## src/rtl/mm2s_axis_out.sv

```systemverilog
// MM2S output stage: drains a FWFT data FIFO into an AXI4-Stream master.
// One command = one packet of i_cmd_len beats, TLAST on the final beat.
module mm2s_axis_out #(
  parameter int DATA_WIDTH = 32,
  parameter int LEN_W      = 16
) (
  input  logic                  clk,
  input  logic                  reset,
  input  logic                  i_cmd_valid,
  input  logic [LEN_W-1:0]      i_cmd_len,
  output logic                  o_cmd_ready,
  input  logic [DATA_WIDTH-1:0] i_fifo_data,
  input  logic                  i_fifo_empty,
  output logic                  o_fifo_rd,
  output logic [DATA_WIDTH-1:0] m_axis_tdata,
  output logic                  m_axis_tvalid,
  output logic                  m_axis_tlast,
  input  logic                  m_axis_tready,
  output logic                  o_busy,
  output logic                  o_done
);

  typedef enum logic {
    IDLE,
    RUN
  } state_t;

  state_t           state;
  logic [LEN_W-1:0] remaining;
  logic             out_free;
  logic             pop;
  logic             hs;
  logic             last_hs;

  assign out_free = !m_axis_tvalid || m_axis_tready;
  assign pop = (state == RUN) && !i_fifo_empty &&
               (remaining != '0) && out_free;
  assign hs = m_axis_tvalid && m_axis_tready;
  assign last_hs = hs && m_axis_tlast;

  // reset gate keeps the FIFO untouched while the block is being reset
  assign o_fifo_rd   = pop && !reset;
  assign o_cmd_ready = (state == IDLE);
  assign o_busy      = (state == RUN);

  // command FSM, beat counter and registered stream outputs
  always_ff @(posedge clk) begin
    if (reset) begin
      state         <= IDLE;
      remaining     <= '0;
      m_axis_tdata  <= '0;
      m_axis_tvalid <= 1'b0;
      m_axis_tlast  <= 1'b0;
      o_done        <= 1'b0;
    end else begin
      o_done <= 1'b0;
      unique case (state)
        IDLE: begin
          if (i_cmd_valid && (i_cmd_len != '0)) begin
            remaining <= i_cmd_len;
            state     <= RUN;
          end
        end
        RUN: begin
          if (pop)
            remaining <= remaining - LEN_W'(1);
          if (last_hs) begin
            state  <= IDLE;
            o_done <= 1'b1;
          end
        end
      endcase
      if (pop) begin
        m_axis_tdata  <= i_fifo_data;
        m_axis_tvalid <= 1'b1;
        m_axis_tlast  <= (remaining == LEN_W'(1));
      end else if (hs) begin
        m_axis_tvalid <= 1'b0;
        m_axis_tlast  <= 1'b0;
      end
    end
  end

endmodule

```

## config.mk

```make
export PLATFORM = sky130hd
export DESIGN_NAME = mm2s_axis_out
export DESIGN_NICKNAME = d
export VERILOG_FILES = /design/src/rtl/mm2s_axis_out.sv
export SDC_FILE = /design/constraint.sdc
export NUM_CORES = 1
export LEC_CHECK = 0
export ABC_AREA = 1
export CAP_MARGIN = 20
export CORE_MARGIN = 1
export CORE_UTILIZATION = 49
export DETAILED_ROUTE_END_ITERATION = 12
export GPL_TIMING_DRIVEN = 0
export PLACE_DENSITY = 0.86
export SYNTH_ARGS = -nofsm -noshare
export SYNTH_HDL_FRONTEND = slang
export SYNTH_SLANG_ARGS = --single-unit
```

## constraint.sdc

```tcl
create_clock -name clk -period 2.75 [get_ports clk]
set_input_delay 0.825 -clock clk [delete_from_list [all_inputs] [get_ports clk]]
set_output_delay 0.825 -clock clk [all_outputs]
set_load 0.02 [all_outputs]
```

# Word-level counts from Yosys, hierarchy flattened
# Index checks and enable logic that the tools add are counted.
# word_totals
register_bits,52
# op_classes
addsub,1
n_eq_ne,3
mux,10
bitwise,1
n_reduce_logical,16
# op_table
operator,n
16-bit 2-to-1 mux,2
16-bit one-hot mux with 2 select lines,1
16-bit nonzero test,2
"16-bit by 1-bit == test with 1-bit output, second input constant",1
"16-bit by 1-bit subtractor with 16-bit output, second input constant",1
1-bit logical AND,7
1-bit 2-to-1 mux,6
"2-bit by 1-bit != test with 1-bit output, second input constant",2
1-bit logical NOT,3
1-bit one-hot mux with 2 select lines,1
2-bit AND reduction,1
2-bit nonzero test,1
2-bit OR reduction,1
1-bit logical OR,1
1-bit inverter,1

# Depth between registers and ports, before layout
# Gate-level depths: netlist of the first run.
# depth
word_depth,6
mapped_depth,11

# Worst setup path before layout of the first run
# Ideal clock, no wire load.
# synth_timing
path_kind,input to output
from,input reset
to,output o_fifo_rd
arrival_time_ps,1422
required_time_ps,1925
path_slack_ps,503
stages,4
path_buffers,1
path_cell_list,inv_1 -> clkbuf_1 -> nand4_1 -> inv_1
# synth_via
elab_chain_len,2
# synth_rtl
element,line,source
from (decl),8,"input logic reset,"
1-bit logical NOT,42,assign o_fifo_rd = pop && !reset;
1-bit logical AND,42,
to (decl),14,"output logic o_fifo_rd,"
# Every way passes these cells.

# Final worst setup path of the first run
# layout_timing
from,input m_axis_tready
to,output o_fifo_rd
# layout_via
elab_chain_len,3
# layout_rtl
element,line,source
from (decl),18,"input logic m_axis_tready,"
1-bit logical OR,35,assign out_free = !m_axis_tvalid || m_axis_tready;
1-bit logical AND,37,(remaining != '0) && out_free;
1-bit logical AND,42,
# Every way passes these cells.

==> summary.txt, run 1 <==
CTS
  – CTS tree: done
  – Clock buffers created by TritonCTS: 5
  – Clock Latency Late Sink: 310 ps
  – CTS H-tree depth: 2
  – Maximum number of buffers from clock root to sink: 2
  – Clk Tree Root Cell: sky130_fd_sc_hd__clkbuf_8
  – Clock sink count: 52
  – Clk pin slew, worst setup/hold paths: 100 ps

Setup path
  – Sum of buffers and inverters on the critical path: 3
  – Worst Setup Start Kind: input port
  – Worst reg2reg endpoint: remaining[3]$_SDFFE_PP0P_
  – Critical path endpoint category: output pin
  – Count of cell instances traversed by the critical path: 5
  – CP Cell Sequence: clkdlybuf4s50_1 -> or2_4 -> nand4_1 -> inv_1 -> buf_2
  – Req. time, crit path: 1930 ps
  – WP data arrival: 1860 ps
  – Slowest CP cell: sky130_fd_sc_hd__clkdlybuf4s50_1
  – Crit-path max FO: 3
  – Reg-to-reg critical path startpoint: remaining[0]$_SDFFE_PP0P_
  – Peak per-stage delay on the critical path: 440 ps
  – Setup Crit Path Kind: input port to output pin
  – Slack of the worst reg-to-reg path: 940 ps
  – Length in cells of the worst reg-to-reg path: 11
  – Top delay family on crit path: buffers and inverters

Placement
  – Final weighted congestion in routability-driven placement: 0.907
  – Total placed cells including tap cells: 565
  – Worst setup timing slack at the placement stage: -750 ps
  – IO Port Bufs: 90
  – Area post-placement: 3610 µm²
  – Detailed-placement wirelength estimate: 5.53 mm

Global routing
  – Number of global-route vias before repair: 2575
  – Total routing resource utilization after global routing: 0.261
  – First-pass GRT wire length: 11.3 mm
  – Maximum number of pins on one net before global-route repair: 17
  – Gr ovfl total: 0
  – Antenna violations before repair: 0

Pwr
  – Sw Share: 0.334
  – Maximum vdd ir drop: 227 µV
  – Proportion of power drawn by combinational gates: 0.301
  – Reported net switching power: 622 µW
  – Pwr Total: 1870 µW
  – Cell area power density: 504 nW/µm²
  – Internal Dissipation: 1240 µW
  – Clk pwr share: 0.239
  – Leakage power: 0.00158 µW
  – Part of the total power dissipated in sequential elements: 0.460

Final layout
  – Post-route design area: 3700 µm²
  – Antenna diode count: 0
  – Post-layout nets: 557
  – Proportion of layout cells with a drive suffix above 1: 0.0716
  – Commonest non-fill, non-tap cells in the layout: sky130_fd_sc_hd__clkdlybuf4s50_1 (88), sky130_fd_sc_hd__nand2_1 (87), sky130_fd_sc_hd__nor2_1 (64)
  – Area of combinational cells with multiple inputs: 1260 µm²
  – Count of fill cells added during filler insertion: 445
  – Fin cells: 573
  – Area growth from synthesis to layout: 41.2%
  – Commonest non-fill, non-tap cell in the layout: sky130_fd_sc_hd__clkdlybuf4s50_1
  – Footprint of the flip-flops and latches: 1040 µm²

Drt
  – Total via count in the routed design: 2883
  – Via count normalized by instance count: 5.03
  – Drt drc: 0
  – Initial DRT Pass Iterations: 5
  – Detailed-route wire length per cell: 12.6 µm
  – Number of antenna-violating nets in the routed design: 0
  – Iter 0 DRT Violations: 164
  – Post-detailed-routing wire length: 7.22 mm

STA
  – Relative slew slack: 0.652
  – Measured slew at the worst slew-check pin: 522 ps
  – Number of pins with negative max-slew slack in the final report: 0
  – Skew final: 9.07 ps
  – Post-route setup TNS: 0 ps
  – Slack of the critical path: 60.8 ps
  – Crit share post-route: 0.978
  – Final-report hold violation count: 0
  – Achievable frequency: 0.372 GHz
  – Final min period: 2690 ps
  – Setup repair after global routing missed its margin: false
  – Total of endpoints with negative setup slack in the final report: 0

Die
  – Die span in y: 75.2 µm
  – Die Outline Area: 5650 µm²
  – Placement Rows: 26
  – Overall die width: 75.2 µm
  – Area of the core region: 5140 µm²
  – Initial cell density of the core: 0.510
  – Count of boundary I/O pins: 91

Synthesis
  – Mapped cell area: 2620 µm²
  – Synthesis warning total: 0
  – Distinct cells, synth: 23
  – Leading cell types by total area after synthesis: sky130_fd_sc_hd__dfxtp_1 (40%), sky130_fd_sc_hd__nand2_1 (12%), sky130_fd_sc_hd__nor2_1 (9.2%)
  – Portion of the post-synthesis area used by sequential elements: 0.397
  – Mean instance size in the synthesized netlist: 6.48 µm²
  – Fraction of post-synthesis cell area in the top cell type by area: 0.397
  – Post-Synthesis Cells: 405
  – Yosys top cell by area: sky130_fd_sc_hd__dfxtp_1
  – Count of state elements after synthesis: 52
  – Number of nets produced by synthesis: 460

Min path
  – Count of cells along the worst hold path: 2
  – Hold/Removal Path Class: register to register
  – Hold path startpoint: m_axis_tdata[30]$_SDFFE_PP0P_
  – Destination of the worst hold path: m_axis_tdata[30]$_SDFFE_PP0P_

Flow run
  – Count of max-cap constraint violations: 0

Outcome
  – Status: finished, final reports clean
[metal layers]
metal  part of all wire  vias up  track usage
li1                   -     1458            -
met2               0.47      134        0.464
met3              0.097       12       0.0562
met1               0.42     1279        0.320
met5                  0        -            0
met4              0.011        0       0.0658
[logic make-up after synthesis]
kind of cell,Yosys count,share of synthesized area
fa+ha+maj,2,0.00954
compound gates,76,0.145
buf+inv,77,0.123
simple gates,198,0.325
flops,52,0.397
[state kept, by name, summed over array words and instances, names as in the netlist]
| signal | cells |
|---|---|
| m_axis_tdata | 32 |
| m_axis_tlast | 1 |
| m_axis_tvalid | 1 |
| o_busy | 1 |
| o_done | 1 |
| remaining | 16 |
[metrics by stage]
step | utilization | hold WS (ps)
after floorplan | - | 476
after global placement | 0.703 | 431
after detailed placement | 0.703 | 436
after CTS | 0.720 | 448
after global routing | 0.720 | 466
final | 0.720 | 446
[how the worst max path moves through the flow]
stage,startpoint,slack (ps),to
after floorplan,reset,500,o_fifo_rd
after global placement,reset,-740,o_fifo_rd
after detailed placement,reset,-750,o_fifo_rd
after CTS,m_axis_tready,50,o_fifo_rd
after global routing,m_axis_tready,4,o_fifo_rd
final,m_axis_tready,60,o_fifo_rd
[timing repair]
action,in CTS,in global routing
gates resized for setup,8,0
endpoints found under the setup margin,2,0
hold buffers,0,0
buffers inserted,1,0
[power by group through the flow]
stage / clock (µW) / sequential, µW / combinational, µW
after global routing: 476 / 866 / 627
after detailed placement: 0 / 875 / 557
after global placement: 0 / 872 / 540
after floorplan: 0 / 911 / 294
after CTS: 452 / 857 / 559
final: 445 / 859 / 562
[worst reg2reg max path: cells and delay by family, from the launching register on]
kind	cells	cell delay, ps
flip-flops	1	390
adder cells (fa/ha/maj)	1	240
AND/OR/NAND/NOR	7	720
buffers and inverters	3	370
[cell usage after synthesis (all sizes together)]
| master | instances |
|---|---|
| a21oi | 36 |
| buf | 13 |
| clkbuf | 6 |
| clkinv | 1 |
| dfxtp | 52 |
| ha | 2 |
| inv | 57 |
| nand2 | 90 |
| nand3 | 30 |
| nand3b | 3 |
| nand4 | 3 |
| nor2 | 70 |
| nor3 | 1 |
| o21ai | 40 |
| or2 | 1 |
[layout make-up]
class,count,share of cell area
clock inverters,2,0.00439
clock buffers,6,0.0196
repair buffers,91,0.244
well taps,70,0.0237
inverters,58,0.0598
multi-input cells,276,0.341
flip-flops and latches,52,0.281
plain buffers,18,0.0270
No activity file was read; power rests on OpenSTA's default activity.
==> inputs of run 2 (changes only) <==
==> config.mk (replaced) <==
export PLATFORM = sky130hd
export DESIGN_NAME = mm2s_axis_out
export DESIGN_NICKNAME = d
export VERILOG_FILES = /design/src/rtl/mm2s_axis_out.sv
export SDC_FILE = /design/constraint.sdc
export NUM_CORES = 1
export LEC_CHECK = 0
export CAP_MARGIN = 20
export CELL_PAD_IN_SITES_DETAIL_PLACEMENT = 0
export CELL_PAD_IN_SITES_GLOBAL_PLACEMENT = 2
export CORE_MARGIN = 1
export CORE_UTILIZATION = 25
export CTS_CLUSTER_DIAMETER = 120
export DETAILED_ROUTE_END_ITERATION = 12
export GPL_TIMING_DRIVEN = 0
export PLACE_DENSITY_LB_ADDON = 0.1
export SYNTH_ARGS = -nofsm -noshare
export SYNTH_HDL_FRONTEND = slang
export SYNTH_SLANG_ARGS = --single-unit
==> summary.txt, run 2 <==
Outcome
  – Status: finished, final reports clean

Synthesis
  – Fraction of post-synthesis cell area in the top cell type by area: 0.437
  – Most numerous cell in the Yosys netlist: sky130_fd_sc_hd__nand2_1
  – Count of state elements after synthesis: 52
  – Mapped cell area: 2380 µm²
  – Post-synth EDFFs: 0
  – Share of synthesized flip-flops with an asynchronous set or reset: 0
  – Most frequent cells after synthesis: sky130_fd_sc_hd__nand2_1 (79), sky130_fd_sc_hd__a21oi_1 (58), sky130_fd_sc_hd__dfxtp_1 (52), sky130_fd_sc_hd__nor2_1 (14), sky130_fd_sc_hd__o21ai_1 (10)
  – Synthesis warning total: 0
  – Number of nets produced by synthesis: 366
  – Leading cell types by total area after synthesis: sky130_fd_sc_hd__dfxtp_1 (44%), sky130_fd_sc_hd__nand2_1 (12%), sky130_fd_sc_hd__a21oi_1 (12%)
  – Most used flip-flop cell after synthesis: sky130_fd_sc_hd__dfxtp_1
  – Mean instance size in the synthesized netlist: 7.66 µm²
  – Yosys top cell by area: sky130_fd_sc_hd__dfxtp_1
  – Post-Synthesis Cells: 311
  – Distinct cells, synth: 40
  – Portion of the post-synthesis area used by sequential elements: 0.437

Flow run
  – Count of max-cap constraint violations: 0

Pwr
  – Part of the total power dissipated in sequential elements: 0.433
  – Pwr Total: 1950 µW
  – Internal Dissipation: 1330 µW
  – Reported net switching power: 618 µW
  – Maximum vdd ir drop: 265 µV
  – Cell area power density: 527 nW/µm²
  – Clk pwr share: 0.284
  – Leakage power: 0.00132 µW
  – Proportion of power drawn by combinational gates: 0.283
  – Sw Share: 0.317

Setup path
  – Crit-path max FO: 10
  – Setup Crit Path Kind: input port to output pin
  – Worst Setup Start Kind: input port
  – WP data arrival: 1870 ps
  – CP dominant cell by count: sky130_fd_sc_hd__clkbuf_8
  – CP Cell Sequence: clkdlybuf4s50_1 -> clkbuf_8 -> clkbuf_8 -> nor2_2 -> buf_6
  – Peak per-stage delay on the critical path: 450 ps
  – Req. time, crit path: 1930 ps
  – Slowest CP cell: sky130_fd_sc_hd__clkdlybuf4s50_1
  – Slack of the worst reg-to-reg path: 610 ps
  – Critical path endpoint category: output pin

Placement
  – Final weighted congestion in routability-driven placement: 0.760
  – Area post-placement: 3440 µm²
  – IO Port Bufs: 90
  – Detailed-placement wirelength estimate: 5.59 mm
  – Worst setup timing slack at the placement stage: -967 ps

Final layout
  – Commonest non-fill, non-tap cell in the layout: sky130_fd_sc_hd__clkdlybuf4s50_1
  – Largest register FFs: 32
  – Antenna diode count: 0
  – Post-layout nets: 469
  – Area growth from synthesis to layout: 55.6%
  – Proportion of layout cells with a drive suffix above 1: 0.120
  – Count of fill cells added during filler insertion: 992
  – Post-route design area: 3710 µm²
  – Commonest non-fill, non-tap cells in the layout: sky130_fd_sc_hd__clkdlybuf4s50_1 (87), sky130_fd_sc_hd__nand2_1 (78), sky130_fd_sc_hd__a21oi_1 (58)
  – Registers with the most flip-flops: m_axis_tdata (32), remaining (16)
  – Final Util: 0.401
  – Top reg by flops: m_axis_tdata

CTS
  – CTS H-tree depth: 2
  – Clk Tree Root Cell: sky130_fd_sc_hd__clkbuf_8
  – CTS tree: done
  – Clock sink count: 52
  – Clock buffers created by TritonCTS: 5
  – Clk pin slew, worst setup/hold paths: 100 ps
  – Clock Latency Late Sink: 310 ps
  – Maximum number of buffers from clock root to sink: 2

Drt
  – Drt drc: 0
  – Detailed-route wire length per cell: 14.2 µm
  – Total via count in the routed design: 2498
  – Post-detailed-routing wire length: 7.73 mm
  – Number of antenna-violating nets in the routed design: 0
  – Initial DRT Pass Iterations: 4
  – Iter 0 DRT Violations: 79
  – Via count normalized by instance count: 4.59

STA
  – Relative slew slack: 0.268
  – Number of pins with negative max-slew slack in the final report: 0
  – Final-report hold violation count: 0
  – Total of endpoints with negative setup slack in the final report: 0
  – Achievable frequency: 0.371 GHz
  – Final min period: 2700 ps
  – Final hold slack: 457 ps
  – Crit share post-route: 0.981
  – Slack of the critical path: 53.3 ps
  – Setup repair after global routing missed its margin: false
  – Measured slew at the worst slew-check pin: 1090 ps
  – Skew final: 7.69 ps

Die
  – Die Outline Area: 9920 µm²
  – Count of boundary I/O pins: 91
  – Initial cell density of the core: 0.258
  – Placement Rows: 35
  – Area of the core region: 9240 µm²
  – Die span in y: 99.6 µm
  – Overall die width: 99.6 µm

Global routing
  – First-pass GRT wire length: 12.2 mm
  – Maximum number of pins on one net before global-route repair: 19
  – Antenna violations before repair: 0
  – Gr ovfl total: 0
  – Number of global-route vias before repair: 2342
  – Total routing resource utilization after global routing: 0.156

Min path
  – Hold/Removal Path Class: register to register
run 2: changes by cell type in the layout (fill, tap and decap cells not counted), sizes merged, moves of 8 or more:
cell,previous run,this run
o21ai,40,10
nor4,0,8
nand2,90,79
nand3,30,9
inv,57,6
nor2,70,14
a21oi,36,59
run 2: layout make-up:
type                            count  area, µm²  area share
Buffer                             21        129      0.0348
Clock buffer                        5       68.8      0.0186
Clock inverter                      3       46.3      0.0125
Inverter                            6       27.5     0.00743
Multi-Input combinational cell    231       1270       0.343
Sequential cell                    52       1040       0.281
Tap cell                          129        161      0.0436
Timing Repair Buffer               97        960       0.259
run 2: kinds of logic after synthesis:
| group | after synthesis | synth area share |
|---|---|---|
| AOI/OAI and AO/OA | 91 | 0.220 |
| DFF | 52 | 0.437 |
| buffers and inverters | 28 | 0.0536 |
| and+or+nand+nor | 136 | 0.272 |
| adders and majority gates | 2 | 0.0105 |
| xor gates and xnor gates | 2 | 0.00735 |
run 2: repair_timing:
item	4_1_cts	5_1_grt
resized for setup	25	9
setup endpoints to repair	2	12
setup buffers	5	2
hold buffers	0	0
run 2: final timing paths:
check | startpoint | endpoint | cells after the start
max | reset | o_fifo_rd | 5
min reg2reg | m_axis_tdata[24]$_SDFFE_PP0P_ | m_axis_tdata[24]$_SDFFE_PP0P_ | 2
min | m_axis_tdata[24]$_SDFFE_PP0P_ | m_axis_tdata[24]$_SDFFE_PP0P_ | 2
max reg2reg | remaining[2]$_SDFFE_PP0P_ | remaining[7]$_SDFFE_PP0P_ | 6
run 2: routing by layer:
metal	up-vias	track usage	wire length (µm)	share of wire
li1	1276	-	-	-
met1	1149	0.210	3740	0.48
met2	66	0.255	3510	0.45
met3	7	0.0344	419	0.054
met4	0	0.0373	59	0.0076
met5	-	0	0	0
run 2: power by group through the flow:
stage / Combinational (µW) / Sequential (µW) / Clock (µW)
after floorplan: 272 / 883 / 0
after detailed placement: 518 / 860 / 0
after CTS: 547 / 844 / 582
after global routing: 604 / 853 / 600
final: 553 / 846 / 553
after global placement: 521 / 860 / 0
run 2: critical path, delay by kind of cell:
family                 cells  cell delay (ps)
AND/OR/NAND/NOR            1              120
buffers and inverters      4              930
run 2: stage by stage:
step                instances  TNS, ps
floorplan                 311        0
finish                    544        0
global route              544        0
CTS                       542    -39.9
detailed placement        530    -4590
global placement          530    -5180
==> inputs of run 3 (changes only) <==
--- a/config.mk
+++ b/config.mk
@@ -5,12 +5,13 @@
 export SDC_FILE = /design/constraint.sdc
 export NUM_CORES = 1
 export LEC_CHECK = 0
+export ABC_AREA = 0
 export CAP_MARGIN = 20
 export CELL_PAD_IN_SITES_DETAIL_PLACEMENT = 0
 export CELL_PAD_IN_SITES_GLOBAL_PLACEMENT = 2
 export CORE_MARGIN = 1
 export CORE_UTILIZATION = 25
-export CTS_CLUSTER_DIAMETER = 120
+export CTS_CLUSTER_DIAMETER = 100
 export DETAILED_ROUTE_END_ITERATION = 12
 export GPL_TIMING_DRIVEN = 0
 export PLACE_DENSITY_LB_ADDON = 0.1
==> results of run 3 <==
No change in the layout: final DEF, timing and power equal those of run 2.
